$ cat src/rtl/vga_pixel_scanner.sv
// vga_pixel_scanner
//   Raster scan master for the billiard display pipeline. Walks pixelX/pixelY
//   over the full VGA frame (active area, porches and sync), collects the
//   registered drawingRequest/RGB_in answer one clock later and emits
//   hsync/vsync/blank/RGB_out aligned with a fixed 2-clock latency.
//
//   Ports
//     clk            in   pixel clock
//     resetN         in   synchronous reset, active high
//     drawingRequest in   merged object request, valid 1 clk after pixelX/pixelY
//     RGB_in         in   merged object colour, same timing as drawingRequest
//     pixelX         out  horizontal count 0..H_TOTAL-1
//     pixelY         out  vertical count 0..V_TOTAL-1
//     startOfFrame   out  high while pixelX=0 and pixelY=0 (stage-0 aligned)
//     hsync          out  active-low horizontal sync (stage-2 aligned)
//     vsync          out  active-low vertical sync (stage-2 aligned)
//     blank          out  high outside the active area (stage-2 aligned)
//     RGB_out        out  final pixel colour
//
//   Build option: define VGA_BORDER_EN to force a white (8'hFF) one-pixel
//   border around the active area.
module vga_pixel_scanner #(
  parameter int unsigned H_ACTIVE = 640,
  parameter int unsigned H_FP     = 16,
  parameter int unsigned H_SYNC   = 96,
  parameter int unsigned H_BP     = 48,
  parameter int unsigned V_ACTIVE = 480,
  parameter int unsigned V_FP     = 10,
  parameter int unsigned V_SYNC   = 2,
  parameter int unsigned V_BP     = 33,
  parameter logic [7:0]  BG_RGB   = 8'h00
) (
  input  logic        clk,
  input  logic        resetN,
  input  logic        drawingRequest,
  input  logic [7:0]  RGB_in,
  output logic [10:0] pixelX,
  output logic [10:0] pixelY,
  output logic        startOfFrame,
  output logic        hsync,
  output logic        vsync,
  output logic        blank,
  output logic [7:0]  RGB_out
);

  localparam int unsigned H_TOTAL = H_ACTIVE + H_FP + H_SYNC + H_BP;
  localparam int unsigned V_TOTAL = V_ACTIVE + V_FP + V_SYNC + V_BP;

  localparam logic [10:0] H_LAST    = 11'(H_TOTAL - 1);
  localparam logic [10:0] V_LAST    = 11'(V_TOTAL - 1);
  localparam logic [10:0] H_ACT     = 11'(H_ACTIVE);
  localparam logic [10:0] V_ACT     = 11'(V_ACTIVE);
  localparam logic [10:0] H_SYNC_LO = 11'(H_ACTIVE + H_FP);
  localparam logic [10:0] H_SYNC_HI = 11'(H_ACTIVE + H_FP + H_SYNC);
  localparam logic [10:0] V_SYNC_LO = 11'(V_ACTIVE + V_FP);
  localparam logic [10:0] V_SYNC_HI = 11'(V_ACTIVE + V_FP + V_SYNC);

  logic [10:0] r_h;
  logic [10:0] r_v;

  // stage 0: raw timing decoded from the counters
  logic w_hsync0;
  logic w_vsync0;
  logic w_blank0;

  // stage 1: delayed timing, meets the object answer
  logic r_hsync1;
  logic r_vsync1;
  logic r_blank1;
  logic [7:0] w_colour1;

  // stage 2: output registers
  logic r_hsync2;
  logic r_vsync2;
  logic r_blank2;
  logic [7:0] r_rgb2;

  always_ff @(posedge clk) begin
    if (resetN) begin
      r_h <= '0;
      r_v <= '0;
    end else if (r_h == H_LAST) begin
      r_h <= '0;
      r_v <= (r_v == V_LAST) ? '0 : r_v + 11'd1;
    end else begin
      r_h <= r_h + 11'd1;
    end
  end

  always_comb begin
    w_hsync0 = ~((r_h >= H_SYNC_LO) && (r_h < H_SYNC_HI));
    w_vsync0 = ~((r_v >= V_SYNC_LO) && (r_v < V_SYNC_HI));
    w_blank0 = (r_h >= H_ACT) || (r_v >= V_ACT);
  end

`ifdef VGA_BORDER_EN
  logic w_border0;
  logic r_border1;

  // Border is decided on the stage-0 coordinates and delayed one clock so
  // it lines up with the object answer at the colour mux.
  always_comb begin
    w_border0 = (r_h == '0) || (r_h == H_ACT - 11'd1) ||
                (r_v == '0) || (r_v == V_ACT - 11'd1);
  end

  always_ff @(posedge clk) begin
    if (resetN) r_border1 <= 1'b0;
    else        r_border1 <= w_border0;
  end

  always_comb begin
    w_colour1 = '0;
    if (!r_blank1) begin
      if (r_border1)           w_colour1 = 8'hFF;
      else if (drawingRequest) w_colour1 = RGB_in;
      else                     w_colour1 = BG_RGB;
    end
  end
`else
  always_comb begin
    w_colour1 = '0;
    if (!r_blank1) begin
      if (drawingRequest) w_colour1 = RGB_in;
      else                w_colour1 = BG_RGB;
    end
  end
`endif

  always_ff @(posedge clk) begin
    if (resetN) begin
      r_hsync1 <= 1'b1;
      r_vsync1 <= 1'b1;
      r_blank1 <= 1'b1;
      r_hsync2 <= 1'b1;
      r_vsync2 <= 1'b1;
      r_blank2 <= 1'b1;
      r_rgb2   <= '0;
    end else begin
      r_hsync1 <= w_hsync0;
      r_vsync1 <= w_vsync0;
      r_blank1 <= w_blank0;
      r_hsync2 <= r_hsync1;
      r_vsync2 <= r_vsync1;
      r_blank2 <= r_blank1;
      r_rgb2   <= w_colour1;
    end
  end

  always_comb begin
    pixelX       = r_h;
    pixelY       = r_v;
    startOfFrame = (r_h == '0) && (r_v == '0);
    hsync        = r_hsync2;
    vsync        = r_vsync2;
    blank        = r_blank2;
    RGB_out      = r_rgb2;
  end

endmodule

$ cat config.mk
export PLATFORM = sky130hd
export DESIGN_NAME = vga_pixel_scanner
export DESIGN_NICKNAME = d
export VERILOG_FILES = /design/src/rtl/vga_pixel_scanner.sv
export SDC_FILE = /design/constraint.sdc
export NUM_CORES = 1
export LEC_CHECK = 0
export BUFFER_PORTS_ARGS = -buffer_cell sky130_fd_sc_hd__buf_2
export CELL_PAD_IN_SITES_DETAIL_PLACEMENT = 0
export CELL_PAD_IN_SITES_GLOBAL_PLACEMENT = 1
export CORE_MARGIN = 2
export CORE_UTILIZATION = 38
export DETAILED_ROUTE_END_ITERATION = 10
export GPL_TIMING_DRIVEN = 0
export PLACE_DENSITY_LB_ADDON = 0.1
export SLEW_MARGIN = 20
export SYNTH_ARGS = -nofsm -noshare
export SYNTH_HDL_FRONTEND = slang
export SYNTH_SLANG_ARGS = --single-unit
$ cat constraint.sdc
create_clock -name clk -period 2.3 [get_ports clk]
set_clock_uncertainty 0.05 [all_clocks]
set_input_delay 0.23 -clock clk [delete_from_list [all_inputs] [get_ports clk]]
set_output_delay 0.23 -clock clk [all_outputs]
set_load 0.02 [all_outputs]
# --- Yosys cells after proc, flatten, opt, wreduce, memory -nomap -nowiden ---
# Cells that the tools add are included.
op_classes:
  addsub: 2
  eq_ne: 2
  n_reduce_logical: 8
  n_lt_le_gt_ge: 6
  bitwise_logic: 3
  muxes: 1
ops:
  columns: ["cell", "count"]
  rows:
  - ["11-bit by 1-bit adder with 11-bit output, second input constant", 2]
  - ["11-bit by 10-bit equality test with 1-bit output, second input constant", 2]
  - ["11-bit by 10-bit greater-or-equal comparator with 1-bit output, second input constant", 2]
  - ["11-bit by 9-bit greater-or-equal comparator with 1-bit output, second input constant", 2]
  - ["11-bit logical NOT", 2]
  - ["11-bit by 10-bit less-than comparator with 1-bit output, second input constant", 1]
  - ["11-bit by 9-bit less-than comparator with 1-bit output, second input constant", 1]
  - ["11-bit 2-to-1 mux", 1]
  - ["1-bit logical AND", 3]
  - ["1-bit NOT", 3]
  - ["3-bit OR reduction", 1]
  - ["2-bit OR reduction", 1]
  - ["1-bit logical OR", 1]
totals:
  word_cells: 31
  inputBits: 11
  regBits: 36

# --- Logic depth before layout (Yosys ltp) ---
# Gate-level depths: netlist (run 1).
depth:
  ltp_word: 3
  mapped_depth: 7
  mapped_depth_nobuf: 5

# --- Worst setup path after synthesis (run 1) ---
# OpenSTA, ideal clock, no wires.
synth_path:
  path_type: "register to register"
  start: "register r_h[0], in the netlist pixelX[0]"
  end: "register r_v[1], in the netlist pixelY[1]"
  required_ps: 2135
  arrival_time_ps: 1666
  setup_slack_ps: 469
  stages_incl_launch_ff: 8
  period_less_slack_ps: 1831
  setup_ps: 115
  path_buffers: 2
  cell_sequence: "dfxtp_1 ha_1 and4_1 buf_4 nand3_4 o31ai_2 buf_4 nor2_1"
synth_via:
  elab_chain_len: 1
synth_lines:
  columns: ["element", "line", "source"]
  rows:
  - ["from (decl)", "58", "logic [10:0] r_h;"]
  - ["from (signal assigned)", "86", "r_h <= r_h + 11'd1;"]
  - ["11-bit by 10-bit equality test with 1-bit output", "82", "end else if (r_h == H_LAST) begin"]
  - ["to (signal assigned)", "84", "r_v <= (r_v == V_LAST) ? '0 : r_v + 11'd1;"]
  - ["to (decl)", "59", "logic [10:0] r_v;"]
# Every way passes these cells.
# A chain may end at the register's enable or synchronous reset.

# --- Final worst setup path (run 1) ---
layout_path:
  start: "register r_h[0], in the netlist pixelX[0]"
  end: "register r_v[7], in the netlist pixelY[7]"
# Same word-level chain as after synthesis.

==> out/metrics.yaml, run 1 <==
timing.max_cap.violations: 0
dp.cells: 263
slew_viol_final: 0
rr_endpoint: "pixelY[7]"
via_per_inst: 4.941
cp_slowest_stage_delay_ns: 0.41
layout_min_cycle_time_ns: 1.860
hold_start: "RGB_in[3]"
p_per_area_nw_per_um2: 633.9
hp-class: "in2reg"
synth_cell_types: 36
whs_path_depth: 2
crit_family: "flip-flops"
routabilityCongestion: 0.7679
syn_to_final_growth_pct: 24.58
wl_per_cell_um: 12.54
antenna_left: 0
ys_ff_latch: 36
power_mw: 1.250
synthArstFlopShare: 0
pin_count: 45
cp.arrival_ns: 1.98
die_y_um: 68.54
cp_common_cell: "buf_4"
endpoint_kind: "flop"
finalSetupTns_ns: 0
cts-buffers-inserted: 5
slew_headroom: 0.7136
crit_fanout: 10
yosysSeqAreaShare: 0.4553
pre_cts_slack_ns: 0.4155
grt_usage: 0.1647
drt-total-wl_mm: 3.398
ys_top_cells_by_area: "dfxtp_1, xnor2_1, nor2_1"
h-tree-depth: 2
p_leak_nw: 0.8573
grt_pass1_vias: 1176
drc: 0
r2r_setup_slack_ns: 0.44
cts_setup_buffers: 0
grt_max_degree: 13
yosysTopAreaCell: "dfxtp_1"
path_cells: "ha_1 -> and4_1 -> buf_4 -> nand3_4 -> o31ai_2 -> buf_4 -> a21oi_1"
setup.worst_path.class: "reg2reg"
fin_nets: 236
finalHoldViolations: 0
synth_edf_count: 0
ys.warnings.count: 0
n_antenna_cell: 0
cts_tree: "built"
ys_top_cells_by_count: "dfxtp_1, nor2_1, xnor2_1, and2_1, inv_1"
syn_area_per_cell_um2: 9.310
yosysMostFrequentCell: "dfxtp_1"
drive_gt1_frac: 0.2941
overflow: 0
antenna_found_initial: 0
die_area_um2: 4698
hold_buffers: 0
tightest_slew_ns: 0.4296
placed_area_um2: 1861
cts_sinks: 36
instances_no_fill: 271
dp_hpwl_mm: 2.520
cts_max_path_buffers: 2
portBuffers: 43
drt-initial-drc-count: 54
synth_flop_cell: "dfxtp_1"
post-route-period-util: 0.8087
whs_endpoint: "RGB_out[3]"
n_fill_cell: 410
clk_pin_slew_ns: 0.07
final-setup-viol-count: 0
synthCells: 170
drt_pass1_iterations: 4
clock.fmax_mhz: 537.6
r2r-start: "pixelX[0]"
start_util: 0.3957
cts_resized: 0
grt_pass1_wl_mm: 5.658
routed-via-count: 1339
synth_top_area_share: 0.4553
critical-path-slowest-cell: "dfxtp_1"
rows: 23
core-area_um2: 4000
setup_ws_ns: 0.4400
ir_drop_v: 0.0003654
syn_nets: 186
r2r_cells: 7
die_x_um: 68.54
path_buf_inv: 2
synth_area_um2: 1583
status: "complete, no violations"
startpoint_type: "flop"
required_ns: 2.42
rsz0062_at_grt: "false"
clk_latency_ns: 0.28
final_cell_area_um2: 1972
root_buffer: "clkbuf_8"
[flip-flops by register name, indices dropped and copies added (netlist names)]
| register | flops |
|---|---|
| pixelX | 11 |
| pixelY | 11 |
| RGB_out | 8 |
| blank | 1 |
| hsync | 1 |
| r_blank1 | 1 |
| r_hsync1 | 1 |
| r_vsync1 | 1 |
| vsync | 1 |
[worst register-to-register path, cell delays in order, from the launching register on]
cell and delay [ns]:
dfxtp_1 0.41, ha_1 0.25, and4_1 0.20, buf_4 0.14, nand3_4 0.13, o31ai_2 0.28, buf_4 0.22, a21oi_1 0.06
[routing by layer]
layer | vias to the layer above | GRT usage | wire [µm]
met1 | 596 | 0.2262 | 1653
met3 | 2 | 0.05519 | 298
li1 | 691 | - | -
met5 | - | 0 | 0
met4 | 0 | 0.06000 | 26
met2 | 50 | 0.2392 | 1419
[through the flow]
stage	util	hold slack, ns
2_1_floorplan	-	0.3017
3_3_place_gp	0.4651	0.3403
3_5_place_dp	0.4651	0.3456
4_1_cts	0.4930	0.08506
5_1_grt	0.4930	0.07648
6_report	0.4930	0.09730
[how the worst max path moves through the flow]
stage / depth (start not counted) / from / end / slack, ns
global route: 7 / pixelX[0] / pixelY[2] / 0.27
CTS: 7 / pixelX[0] / pixelY[7] / 0.41
finish: 7 / pixelX[0] / pixelY[7] / 0.44
detailed placement: 7 / pixelX[0] / pixelY[7] / 0.42
global placement: 7 / pixelX[0] / pixelY[2] / 0.44
floorplan: 7 / pixelX[0] / pixelY[1] / 0.47
[area by class of cell]
| cell class | instances | area (µm²) | share of cell area |
|---|---|---|---|
| Clock buffer | 5 | 68.82 | 0.03490 |
| Buffer | 5 | 35.03 | 0.01777 |
| Timing Repair Buffer | 43 | 215.2 | 0.1091 |
| Tap cell | 50 | 62.56 | 0.03173 |
| Multi-Input combinational cell | 120 | 793.3 | 0.4023 |
| Inverter | 9 | 33.78 | 0.01713 |
| Sequential cell | 36 | 720.7 | 0.3655 |
| Clock inverter | 3 | 42.54 | 0.02157 |
[logic make-up after synthesis]
family	count (synthesis)	share of synthesized area
AOI/OAI and AO/OA	15	0.05534
xor gates and xnor gates	13	0.07194
adders and majority gates	5	0.03953
buffers and inverters	14	0.04347
DFF	36	0.4553
muxes	1	0.006324
and+or+nand+nor	86	0.3281
[cell usage in the layout, fill, tap and decap left out, types with 6 or more instances in the layout]
cell type / netlist / final
and2_1: 9 / 9
o21ai_0: 6 / 6
nor2_1: 18 / 18
nor4_1: 6 / 6
nand4_1: 7 / 7
nand3_1: 8 / 8
inv_1: 9 / 9
buf_2: 1 / 44
a21oi_1: 6 / 6
xnor2_1: 10 / 10
nand2_1: 6 / 6
dfxtp_1: 36 / 36
[report_power, final]
group	switching (mW)	internal (mW)
clock	0.223	0.320
sequential	0.00563	0.633
combinational	0.0412	0.0271
total	0.269	0.981
(Power assumes the default switching activity.)
==> run 2: changes to the inputs <==
--- a/config.mk
+++ b/config.mk
@@ -9,7 +9,7 @@
 export CELL_PAD_IN_SITES_DETAIL_PLACEMENT = 0
 export CELL_PAD_IN_SITES_GLOBAL_PLACEMENT = 1
 export CORE_MARGIN = 2
-export CORE_UTILIZATION = 38
+export CORE_UTILIZATION = 34
 export DETAILED_ROUTE_END_ITERATION = 10
 export GPL_TIMING_DRIVEN = 0
 export PLACE_DENSITY_LB_ADDON = 0.1
==> constraint.sdc (replaced) <==
create_clock -name clk -period 1.5 [get_ports clk]
set_clock_uncertainty 0.05 [all_clocks]
set_input_delay 0.15 -clock clk [delete_from_list [all_inputs] [get_ports clk]]
set_output_delay 0.15 -clock clk [all_outputs]
set_load 0.02 [all_outputs]
==> out/metrics.yaml, run 2 (same netlist as run 1, synthesis figures left out) <==
status: "complete, but fails checks"
failed_checks: "setup timing"
slew_viol_final: 0
layout_common_cells: "buf_2, dfxtp_1, buf_4, nor2_1, dfxtp_2"
final_cell_area_um2: 2337
hp-class: "in2reg"
routabilityCongestion: 0.7982
setup.worst_path.class: "reg2reg"
drt-total-wl_mm: 4.136
die_y_um: 72.23
n_antenna_cell: 0
wl_per_cell_um: 14.31
antenna_found_initial: 0
syn_to_final_growth_pct: 47.67
use_met2: 0.2548
overflow: 0
layout_min_cycle_time_ns: 1.689
fin_nets: 252
p_int_mw: 1.469
cts_max_path_buffers: 2
required_ns: 1.63
pin_count: 45
cts_sinks: 36
p_per_area_nw_per_um2: 820.4
clk_pin_slew_ns: 0.07
drt_pass1_iterations: 4
drc: 0
final_common_cell: "buf_2"
startpoint_type: "flop"
core-area_um2: 4414
rows: 24
hold_buffers: 0
n_fill_cell: 431
drive_gt1_frac: 0.5274
p_sw_uw: 448.8
timing.max_cap.violations: 0
tightest_slew_ns: 0.4627
busiest_layer: "met2"
finalSetupTns_ns: -2.057
clk_latency_ns: 0.29
h-tree-depth: 2
final-setup-viol-count: 12
seqPwrFrac: 0.511
antenna_left: 0
grt_pass1_vias: 1349
clock.fmax_mhz: 592.0
grt_usage: 0.1702
p_leak_nw: 0.9669
finalHoldViolations: 0
start_util: 0.3586
setup_ws_ns: -0.1891
combPwrFrac: 0.082
routed-via-count: 1451
die_x_um: 72.23
crit_fanout: 5
die_area_um2: 5217
placed_area_um2: 1924
rsz0062_at_grt: "true"
met1_usage: 0.2334
portBuffers: 43
grt_max_degree: 12
via_per_inst: 5.021
cts_tree: "built"
drt-initial-drc-count: 47
endpoint_kind: "flop"
post-route-period-util: 1.126
cp.arrival_ns: 1.82
cts-buffers-inserted: 5
ir_drop_v: 0.0006245
root_buffer: "clkbuf_8"
clock_power_share: 0.407
slew_headroom: 0.6916
dp_hpwl_mm: 2.664
grt_pass1_wl_mm: 6.755
switching_share: 0.2341
met3_usage: 0.04167
run 2: timing repair:
action | 4_1_cts | 5_1_grt
setup buffers | 12 | 4
pin swaps | 12 | 6
cloned | 1 | 0
endpoints found under the setup margin | 19 | 19
gates resized for setup | 36 | 15
run 2: power groups by stage:
stage	Combinational, mW	Clock (mW)	Sequential [mW]
floorplan	0.0523	0	1.02
global placement	0.109	0	1.00
detailed placement	0.110	0	1.00
CTS	0.145	0.798	0.980
global route	0.174	0.853	0.981
finish	0.157	0.781	0.979
run 2: final timing paths:
path	endpoint	startpoint	slack, ns	cells past startpoint
worst max register to register	pixelY[8]	pixelX[0]	-0.19	7
worst min register to register	hsync	r_hsync1	0.36	1
worst min-delay path	RGB_out[6]	RGB_in[6]	0.008	2
worst max-delay path	pixelY[8]	pixelX[0]	-0.19	7
run 2: layout make-up:
class / count / area (µm²) / area share
buffer: 5 / 45.04 / 0.01927
inverter: 9 / 38.79 / 0.01660
clock buffer: 7 / 97.59 / 0.04176
tap: 52 / 65.06 / 0.02784
multi-input combinational: 120 / 965.9 / 0.4133
timing repair buffer: 59 / 369.1 / 0.1579
sequential: 36 / 750.7 / 0.3212
clock inverter: 1 / 5.005 / 0.002141
run 2: per-stage QoR:
stage               hold WS (ns)  utilization  total power, mW  setup WS [ns]  cells
floorplan                 0.2217            -            1.072       -0.03420    170
global placement          0.2990       0.4359            1.112        -0.1036    265
detailed placement        0.3032       0.4359            1.113        -0.1187    265
CTS                     0.003940       0.5082            1.923        -0.1448    286
global route            0.005613       0.5295            2.008        -0.2358    289
finish                  0.008299       0.5295            1.917        -0.1891    289
run 2: critical path, stage by stage, from the launching register on:
cell and delay, ns:
dfxtp_4 0.39, ha_4 0.14, and4_1 0.19, buf_6 0.12, nand3_4 0.10, o31ai_4 0.35
buf_6 0.19, a21oi_2 0.04
run 2: metal layers:
| layer | routed length [µm] | vias to the layer above | share of wire |
|---|---|---|---|
| li1 | - | 728 | - |
| met4 | 69 | 0 | 0.017 |
| met3 | 259 | 8 | 0.063 |
| met1 | 1988 | 674 | 0.48 |
| met2 | 1818 | 41 | 0.44 |
| met5 | 0 | - | 0 |
==> run 3: changes to the inputs <==
==> constraint.sdc (replaced) <==
create_clock -name clk -period 1.5 [get_ports clk]
set_clock_uncertainty 0.05 [all_clocks]
set_input_delay 0.075 -clock clk [delete_from_list [all_inputs] [get_ports clk]]
set_output_delay 0.075 -clock clk [all_outputs]
set_load 0.02 [all_outputs]
==> out/metrics.yaml, run 3 (same netlist as run 1, synthesis figures left out) <==
status: "complete, but fails checks"
failed_checks: "setup timing"
crit_fanout: 6
p_leak_nw: 0.9382
timing.max_cap.violations: 0
finalHoldViolations: 0
dp.cells: 265
drc: 0
routed-via-count: 1448
cts_sinks: 36
die_area_um2: 5217
drt_pass1_iterations: 4
placed_area_um2: 1924
dp_hpwl_mm: 2.664
post-route-period-util: 1.062
slew_viol_final: 0
cp_slowest_stage_delay_ns: 0.38
antenna_left: 0
critical-path-slowest-cell: "dfxtp_4"
final-setup-viol-count: 12
cp.arrival_ns: 1.72
clk_pin_slew_ns: 0.08
clock.fmax_mhz: 627.9
final_common_cell: "buf_2"
finish.utilization: 0.5218
grt_max_degree: 12
grt_pass1_vias: 1327
drt-initial-drc-count: 39
core-area_um2: 4414
crit_family: "simple AND/OR/NAND/NOR gates"
whs_path_depth: 2
n_antenna_cell: 0
drt-total-wl_mm: 4.053
wl_per_cell_um: 13.98
rsz0062_at_grt: "true"
portBuffers: 43
antenna_found_initial: 0
grt_pass1_wl_mm: 6.555
grt_usage: 0.1643
cts_max_path_buffers: 2
required_ns: 1.63
endpoint_kind: "flop"
r2r_cells: 5
fin_nets: 253
ir_drop_v: 0.0006267
pre_cts_slack_ns: -0.1187
overflow: 0
worst-path-stages: 5
power_mw: 1.925
path_buf_inv: 1
instances_no_fill: 290
finalSetupTns_ns: -0.8978
clk_latency_ns: 0.29
die_y_um: 72.23
via_per_inst: 4.993
layout_min_cycle_time_ns: 1.593
root_buffer: "clkbuf_8"
pin_count: 45
routabilityCongestion: 0.7982
die_x_um: 72.23
path_cells: "nor4_2 -> nand3b_1 -> o31ai_4 -> buf_6 -> a21oi_1"
startpoint_type: "flop"
cts-buffers-inserted: 5
syn_to_final_growth_pct: 45.53
cts_tree: "built"
hp-class: "in2reg"
n_fill_cell: 434
fin_hold_ws_ns: 0.1281
setup.worst_path.class: "reg2reg"
p_per_area_nw_per_um2: 835.8
rows: 24
layout_common_cells: "buf_2, dfxtp_1, nor2_1"
start_util: 0.3586
drive_gt1_frac: 0.4664
h-tree-depth: 2
tightest_slew_ns: 0.4515
final_cell_area_um2: 2303
setup_ws_ns: -0.09265
slew_headroom: 0.6990
[run 3: final timing paths]
kind | startpoint | end | slack [ns]
max | pixelY[4] | pixelY[8] | -0.09
min reg2reg | r_hsync1 | hsync | 0.36
min | resetN | pixelX[4] | 0.13
max reg2reg | pixelY[4] | pixelY[8] | -0.09
[run 3: timing repair]
| action | CTS | global route |
|---|---|---|
| setup endpoints to repair | 19 | 19 |
| buffers inserted | 8 | 0 |
| hold buffers | 8 | 0 |
| pin swaps | 6 | 7 |
| gates resized for setup | 21 | 16 |
| endpoints found under the hold margin | 8 | 0 |
| cloned | 1 | 0 |
[run 3: metal layers]
layer  wire length, µm  global-route usage  up-vias
met5                 0                   0        -
met3               236             0.03889        8
li1                  -                   -      731
met4                68             0.07128        0
met2              1756              0.2375       51
met1              1991              0.2326      658
[run 3: final cells by class]
type	count	area, µm²	area share
multi-input cells	120	934.6	0.4058
flip-flops and latches	36	749.5	0.3254
repair buffers	60	372.9	0.1619
clock buffers	7	97.59	0.04237
well taps	52	65.06	0.02825
plain buffers	5	45.04	0.01955
inverters	9	33.78	0.01467
clock inverters	1	5.005	0.002173
[run 3: power breakdown]
part	internal [mW]	leakage [nW]	switching, mW
logic	0.0845	0.584	0.0823
registers	0.967	0.300	0.0105
clock network	0.426	0.0534	0.355
[run 3: worst reg2reg max path, cell delays in order, from the launching register on]
cell and delay [ns]:
dfxtp_4 0.38, nor4_2 0.26, nand3b_1 0.20, o31ai_4 0.37
buf_6 0.18, a21oi_1 0.04
